--- config.mk ---
export PLATFORM = sky130hd
export DESIGN_NAME = branch_flag_unit
export DESIGN_NICKNAME = d
export VERILOG_FILES = /design/src/rtl/branch_flag_pkg.sv /design/src/rtl/flag_slice_add.sv /design/src/rtl/branch_flag_unit.sv
export SDC_FILE = /design/constraint.sdc
export NUM_CORES = 1
export LEC_CHECK = 0
export ABC_AREA = 1
export BUFFER_PORTS_ARGS = -buffer_cell sky130_fd_sc_hd__buf_2
export CORE_MARGIN = 3
export CORE_UTILIZATION = 50
export CTS_BUF_LIST = sky130_fd_sc_hd__clkbuf_4
export DETAILED_ROUTE_END_ITERATION = 10
export PLACE_DENSITY_LB_ADDON = 0.2
export SYNTH_ARGS = -nofsm -noshare
export SYNTH_HDL_FRONTEND = slang
export SYNTH_SLANG_ARGS = --single-unit
export TNS_END_PERCENT = 5
--- constraint.sdc ---
create_clock -name clk -period 4.6 [get_ports clk]
set_clock_uncertainty 0.15 [all_clocks]
set_input_delay 0.69 -clock clk [delete_from_list [all_inputs] [get_ports clk]]
set_output_delay 0.69 -clock clk [all_outputs]
set_load 0.05 [all_outputs]
--- src/rtl/branch_flag_pkg.sv ---
// Shared types and constants for the branch flag unit.
// State encoding, datapath width and RISC-V branch funct3 codes.
package branch_flag_pkg;

   localparam int XLEN = 32;

   typedef enum logic [1:0] {
      IDLE = 2'd0,
      CALC = 2'd1,
      DONE = 2'd2
   } state_t;

   localparam logic [2:0] BEQ  = 3'b000;
   localparam logic [2:0] BNE  = 3'b001;
   localparam logic [2:0] BLT  = 3'b100;
   localparam logic [2:0] BGE  = 3'b101;
   localparam logic [2:0] BLTU = 3'b110;
   localparam logic [2:0] BGEU = 3'b111;

endpackage

--- src/rtl/flag_slice_add.sv ---
// One W-bit adder slice with carry-in and carry-out, chained serially by the
// branch flag unit.
module flag_slice_add #(
   parameter int W = 8
) (
   input  logic [W-1:0] a,
   input  logic [W-1:0] b,
   input  logic         cin,
   output logic [W-1:0] sum,
   output logic         cout
);

   assign {cout, sum} = {1'b0, a} + {1'b0, b} + {{W{1'b0}}, cin};

endmodule

--- src/rtl/branch_flag_unit.sv ---
// Computes cf/zf/vf/sf of op_a - op_b for branch resolution, serially one
// SLICE_W slice per cycle; define FLAG_SINGLE_CYCLE_EN for a one-cycle subtract.
// Handshake: a transfer happens on any rising edge where valid && ready are
// both high; valid holds its payload stable until that edge.
module branch_flag_unit
   import branch_flag_pkg::*;
#(
   parameter int SLICE_W = 8
) (
   input  logic            clk,
   input  logic            rst,
   input  logic            in_valid,
   output logic            in_ready,
   input  logic [XLEN-1:0] op_a,
   input  logic [XLEN-1:0] op_b,
   input  logic [2:0]      funct3_in,
   input  logic            branch_in,
   input  logic            flush,
   output logic            out_valid,
   input  logic            out_ready,
   output logic            cf,
   output logic            zf,
   output logic            vf,
   output logic            sf,
   output logic [2:0]      funct3_out,
   output logic            branch_out,
   output state_t          state_dbg
);

`ifdef FLAG_SINGLE_CYCLE_EN
   localparam int ADD_W = XLEN;
`else
   localparam int ADD_W = SLICE_W;
`endif
   localparam int NSLICE = XLEN / ADD_W;
   localparam int CNT_W  = (NSLICE > 1) ? $clog2(NSLICE) : 1;
   localparam logic [CNT_W-1:0] LAST = CNT_W'(NSLICE - 1);

   state_t            state_q, state_d;
   logic [XLEN-1:0]   a_q, b_q, diff_q, diff_full;
   logic [2:0]        f3_q;
   logic              br_q, carry_q;
   logic [CNT_W-1:0]  cnt_q;
   logic              cf_q, zf_q, vf_q, sf_q;
   logic              accept;
   logic [ADD_W-1:0]  slice_a, slice_b, slice_sum;
   logic              slice_cout;

   // Inverted rs2 slice plus the carry register (seeded with 1) forms a - b.
   always_comb begin
      slice_a = a_q[int'(cnt_q) * ADD_W +: ADD_W];
      slice_b = ~b_q[int'(cnt_q) * ADD_W +: ADD_W];
   end

   flag_slice_add #(.W(ADD_W)) u_add (
      .a    (slice_a),
      .b    (slice_b),
      .cin  (carry_q),
      .sum  (slice_sum),
      .cout (slice_cout)
   );

   always_comb begin
      diff_full = diff_q;
      diff_full[int'(cnt_q) * ADD_W +: ADD_W] = slice_sum;
   end

   always_comb begin
      state_d  = state_q;
      in_ready = 1'b0;
      case (state_q)
         IDLE: in_ready = 1'b1;
         CALC: if (cnt_q == LAST) state_d = DONE;
         DONE: begin
            in_ready = out_ready;
            if (out_ready) state_d = IDLE;
         end
         default: state_d = IDLE;
      endcase
      accept = in_valid && in_ready && !flush;
      if (accept) state_d = CALC;
      if (flush)  state_d = IDLE;
   end

   always_ff @(posedge clk) begin
      if (rst) begin
         state_q <= IDLE;
         a_q     <= '0;
         b_q     <= '0;
         diff_q  <= '0;
         f3_q    <= '0;
         br_q    <= 1'b0;
         carry_q <= 1'b0;
         cnt_q   <= '0;
         cf_q    <= 1'b0;
         zf_q    <= 1'b0;
         vf_q    <= 1'b0;
         sf_q    <= 1'b0;
      end else begin
         state_q <= state_d;
         if (accept) begin
            a_q     <= op_a;
            b_q     <= op_b;
            f3_q    <= funct3_in;
            br_q    <= branch_in;
            cnt_q   <= '0;
            carry_q <= 1'b1;
         end else if (state_q == CALC && !flush) begin
            diff_q  <= diff_full;
            carry_q <= slice_cout;
            cnt_q   <= cnt_q + 1'b1;
            // Flags are latched only once the top slice has been summed.
            if (cnt_q == LAST) begin
               cf_q <= slice_cout;
               zf_q <= (diff_full == '0);
               sf_q <= diff_full[XLEN-1];
               vf_q <= (a_q[XLEN-1] != b_q[XLEN-1]) && (diff_full[XLEN-1] != a_q[XLEN-1]);
            end
         end
      end
   end

   assign out_valid  = (state_q == DONE);
   assign cf         = cf_q;
   assign zf         = zf_q;
   assign vf         = vf_q;
   assign sf         = sf_q;
   assign funct3_out = f3_q;
   assign branch_out = br_q;
   assign state_dbg  = state_q;

endmodule

# Word level (Yosys, flattened, before mapping)
# Index checks and enable logic that the tools add are counted.
dict set report op_classes {
  n_mux 8
  add_sub_neg 4
  bitwise 3
  shift 4
  eq_ne 10
  n_reduce_logical 15
}
# operator n
set ops {}
lappend ops {{variable part select 32 x 6 -> 8 bit} 2}
lappend ops {{negation 5 -> 33 bit} 1}
lappend ops {{variable shift 8 x 33 -> 32 bit (first input constant)} 1}
lappend ops {{variable part select 8 x 33 -> 32 bit} 1}
lappend ops {{bitwise mux 32 bit} 1}
lappend ops {{logical NOT 32 bit} 1}
lappend ops {{adder 8 x 8 -> 9 bit} 1}
lappend ops {{adder 9 x 1 -> 9 bit} 1}
lappend ops {{AND reduction 3 bit} 3}
lappend ops {{inverter 8 bit} 1}
lappend ops {{case mux 2 bit (3 select lines)} 1}
lappend ops {{equality test 2 bit (second input constant)} 2}
lappend ops {{logical AND 1 bit} 4}
lappend ops {{two-way mux 2 bit} 2}
lappend ops {{!= test 2 bit (second input constant)} 2}
lappend ops {{OR reduction 2 bit} 2}
lappend ops {{two-way mux 1 bit} 3}
lappend ops {{!= test 3 x 1 -> 1 bit (second input constant)} 1}
lappend ops {{!= test 3 bit (second input constant)} 1}
lappend ops {{OR reduction 3 bit} 1}
lappend ops {{adder 2 x 1 -> 2 bit (second input constant)} 1}
lappend ops {{equality test 2 x 1 -> 1 bit (second input constant)} 1}
lappend ops {{logical NOT 2 bit} 1}
lappend ops {{!= test 1 bit} 2}
lappend ops {{other kinds (6)} 7}
dict set report word_totals {
  input_bits 73
  reg_bits 109
  output_inout_bits 12
}

# Depth between registers and ports, before layout
dict set report logic_depth {
  depth_word 8
  ltp_mapped 23
  depth_no_buf 21
}

# By module
# A second synthesis with hierarchy kept.
dict set report hier_totals {
  cells_unflattened 800
  hier_area_um2 5512.8
}
# mod seq_area_each_um2 area_each_um2 cells_each instances
set modules_own_cells {}
lappend modules_own_cells {branch_flag_unit 2182.1 5128.7 741 1}
lappend modules_own_cells {flag_slice_add 0.0 384.1 59 1}

# Least setup slack after synthesis
# Ideal clock, no wire load.
dict set report synth_path {
  kind {reg2reg}
  startpoint {register cnt_q[0]}
  endpoint {register zf_q (netlist: zf)}
  path_slack_ns 1.242
  stages_incl_launch_ff 22
  arrival_ns 3.140
  required_ns 4.383
  setup_ns 0.067
  cell_sequence {dfxtp_1 buf_2 buf_2 inv_2 clkbuf_1 nor2_1 o22ai_1 fa_1 fa_1 inv_1 nand2_2 nand2_1 nand3_1 nand2_1 nand2_1 nand4_1 nor2_1 nor2_1 nand3_1 nor2_1 nand3_1 a21oi_2}
}
dict set report synth_via {
  elab_chain_cells 7
  elab_cells_between_ends 12
}
# item line
set synth_rtl {}
lappend synth_rtl {{start: declaration} branch_flag_unit.sv:43} ;# logic [CNT_W-1:0] cnt_q;
lappend synth_rtl {{start signal: assignment} branch_flag_unit.sv:111} ;# cnt_q <= cnt_q + 1'b1;
lappend synth_rtl {{variable part select 32 x 6 -> 8 bit} branch_flag_unit.sv:52} ;# slice_b = ~b_q[int'(cnt_q) * ADD_W +: ADD_W];
lappend synth_rtl {{inverter 8 bit} branch_flag_unit.sv:52}
lappend synth_rtl {{adder 8 x 8 -> 9 bit} flag_slice_add.sv:13} ;# assign {cout, sum} = {1'b0, a} + {1'b0, b} + {{W{1'b0}}, cin};
lappend synth_rtl {{adder 9 x 1 -> 9 bit} flag_slice_add.sv:13}
lappend synth_rtl {{variable part select 8 x 33 -> 32 bit} branch_flag_unit.sv:65} ;# diff_full[int'(cnt_q) * ADD_W +: ADD_W] = slice_sum;
lappend synth_rtl {{bitwise mux 32 bit} branch_flag_unit.sv:65}
lappend synth_rtl {{logical NOT 32 bit} branch_flag_unit.sv:115} ;# zf_q <= (diff_full == '0);
lappend synth_rtl {{end signal: assignment} branch_flag_unit.sv:115}
lappend synth_rtl {{end: declaration} branch_flag_unit.sv:44} ;# logic cf_q, zf_q, vf_q, sf_q;
# Several ways; a longest one is shown, not always the timed one.
# A chain may end at the register's enable or synchronous reset.

# Final worst setup path
dict set report layout_path {
  startpoint {register cnt_q[1]}
  endpoint {register zf_q (netlist: zf)}
}
# The elaborated chain is that of the path after synthesis.

==> results.md <==
- Final net count: approximately 960
- WS Path Type: register to register
- Worst-path fanout max: 19
- Post-CTS setup buffer count: 0
- Fillers: around 1000
- CTS clk-pin slew, worst paths: 180 ps
- Setup crit end kind: register
- Post_cts resized: 0
- Slew margin rel.: 25.9%
- Status: finished, final reports clean
- Root buffer cell: clkbuf_4
- Syn nets: about 900
- Final setup vio count: 0
- Critical Path RT: about 4900 ps
- Via count: ~5400
- Final max-slew violation count: 0
- Synth Register Bits: between 100 and 150
- Number of DRC markers in iteration 0: ~420
- Clock latency on the worst-skew pair: between 500 and 600 ps
- Area Overhead vs Synth: 11.0%
- CP arrival: between 4000 and 5000 ps
- Top-Level Pins: 85
- Synth Cell Area: between 5000 and 6000 um^2
- Pwr dens: around 300 nW/um^2
- Measured slew at the worst slew-check pin: approximately 1100 ps
- Final Cell Area: around 6100 um^2
- Final WL: roughly 14 mm
- H-tree lvl count: 3
- RSZ-0062 raised after global routing: false
- Min cycle time layout: approximately 3700 ps
- Placed Area: about 6000 um^2
- Die ar.: around 12000 um^2
- Avg WL per Cell: ~14 um
- Global route overflow: 0
- Residual DRC: 0
- GR Util All Layers: 23.4%
- Pre-antenna DRT Iters: 5
- Chip Height: around 110 um
- Placed wire-length estimate: about 10 mm
- Vias in the first global route: 5000
- Sink Count: around 110
- Setup TNS Final: 0 ps
- Antenna Nets Post-Route: 0
- Post-synth cell types: 31
- Worst Hold Class: input port to register
- Yosys warns: 0
- Count of flip-flops with a built-in enable after synthesis: 0
- Largest net degree at the start of global routing: 85
- IO buf count: 84
- Starting Density: a little over half
- Predominant post-synthesis flop cell: dfxtp_1
- Vias per cell: 5.34
- Pleak: roughly 2.8 nW
- Final hold vios: 0
- CTS tree: done
- Startpoint Class: register
- Post-synthesis area per instance: just under 7 um^2
- FP Rows: 37
- CTS Hold Buffers Added: 0
- Utilization after layout: between 50% and 60%
- Share of flip-flops with an asynchronous set or reset: 0%
- Die width: 111 um
- Worst ir drop on vdd: around 0.25 mV
- Worst hold margin: 243 ps
- Register area share after synthesis: around two fifths
- Final period util: 80.9%
- Share of layout cells above drive strength 1: between 10% and 20%
- Initial antenna violation count: 0
- First-pass GRT wire length: 24.0 mm
- Diodes inserted: 0
- Cells after Synth: just over 800
- Core area: roughly 10000 um^2
- Total CTS buffers: 9
- GP Congestion: 0.952
- Max Fclk: around 270 MHz
- Max-cap violation count: 0
- Worst-case clock buffer depth: 2
stage by stage:
stage | worst slack, ps | std cells | total power [W]
detailed placement | 976 | 994 | 0.00135
floorplan | 1240 | 813 | 0.00125
CTS | 930 | 1010 | 0.00183
global route | 510 | 1010 | 0.00192
finish | 876 | 1010 | 0.00183
global placement | 1100 | 994 | 0.00134
kinds of logic (layout without fill, tap and decap cells):
| logic type | after synthesis | after routing | synth area share, % |
|---|---|---|---|
| flip-flops | 109 | 109 | 39.9 |
| AO/OA/AOI/OAI | 218 | 218 | 21.6 |
| AND/OR/NAND/NOR | 310 | 310 | 23.4 |
| buffers and inverters | 161 | 222 | 11.4 |
| adder cells (fa/ha/maj) | 15 | 15 | 3.71 |
final cells by class:
class | count | area (um^2) | share of cell area (%)
Sequential cell | 109 | 2180 | 36.0
Tap cell | 136 | 170 | 2.80
Clock buffer | 9 | 67.6 | 1.11
Timing Repair Buffer | 90 | 465 | 7.67
Multi-Input combinational cell | 543 | 2660 | 43.9
Inverter | 116 | 435 | 7.18
Clock inverter | 7 | 82.6 | 1.36
critical path, stage by stage, from the launching register on:
cell and delay (ps):
dfxtp_1 740, clkinv_1 420, o21ai_0 170, o22ai_1 120
fa_1 430, fa_1 400, inv_1 100, nand2_2 70
nand2_1 80, nand3_1 90, nand2_1 90, nand2_1 90
nand4_1 100, nor2_1 50, nor2_1 140, nand3_1 90
nor2_1 120, nand3_1 100, a21oi_2 130
state kept, by name, summed over array words and instances, names as in the netlist:
signal,cells
diff_q,32
b_q,32
cnt_q,2
funct3_out,3
a_q,32
cf,1
vf,1
branch_out,1
carry_q,1
zf,1
sf,1
state_dbg,2
path summary, 6_finish.rpt:
check	cells after the start	slack [ps]	start	end
setup reg to reg	18	880	cnt_q[1]$_SDFFE_PP0P_	zf$_SDFFE_PP0P_
hold reg to reg	2	320	a_q[1]$_SDFFE_PP0P_	a_q[1]$_SDFFE_PP0P_
hold / removal	3	240	op_b[20]	b_q[20]$_SDFFE_PP0P_
setup / recovery	18	880	cnt_q[1]$_SDFFE_PP0P_	zf$_SDFFE_PP0P_
Yosys cell counts, types with 3 or more instances:
| library cell | number | share of area, % |
|---|---|---|
| o22ai_1 | 7 | 0.80 |
| o21bai_1 | 5 | 0.69 |
| a21oi_1 | 104 | 9.5 |
| nand4_1 | 15 | 1.7 |
| nand3_1 | 30 | 2.7 |
| buf_2 | 14 | 1.3 |
| nor2_2 | 3 | 0.34 |
| o211ai_1 | 17 | 2.3 |
| nand2_2 | 4 | 0.46 |
| inv_2 | 3 | 0.21 |
| inv_1 | 112 | 7.7 |
| nor2_1 | 52 | 3.6 |
| clkbuf_1 | 29 | 2.0 |
| ha_1 | 13 | 3.0 |
| dfxtp_1 | 109 | 40 |
| nand2_1 | 203 | 14 |
| o21ai_0 | 74 | 6.8 |
layer usage:
metal | routed length, um | track usage, %
met1 | 6530 | 31.5
met2 | 6530 | 36.2
met3 | 867 | 5.81
met4 | 451 | 8.87
met5 | 0 | 0
layout by cell type, fill, tap and decap left out, types with 3 or more instances in the layout:
master | Yosys | final
o21ai_0 | 74 | 74
buf_2 | 14 | 84
nor2_1 | 52 | 52
nand2_2 | 4 | 4
nand4_1 | 15 | 15
buf_4 | 1 | 6
nor2_2 | 3 | 3
nand3_1 | 30 | 29
o21bai_1 | 5 | 5
a21oi_1 | 104 | 104
ha_1 | 13 | 13
inv_1 | 112 | 112
clkbuf_4 | 0 | 9
inv_2 | 3 | 3
dfxtp_1 | 109 | 108
nand2_1 | 203 | 203
clkinv_8 | 0 | 3
o211ai_1 | 17 | 17
o22ai_1 | 7 | 7
report_power, final:
| group | leakage (nW) | internal, W | switching, W | total, W |
|---|---|---|---|---|
| registers | 0.889 | 0.000986 | 0.0000211 | 0.00101 |
| logic | 1.87 | 0.000115 | 0.000211 | 0.000326 |
| clock network | 0.0754 | 0.000129 | 0.000366 | 0.000495 |
No activity file was read; power rests on OpenSTA's default activity.
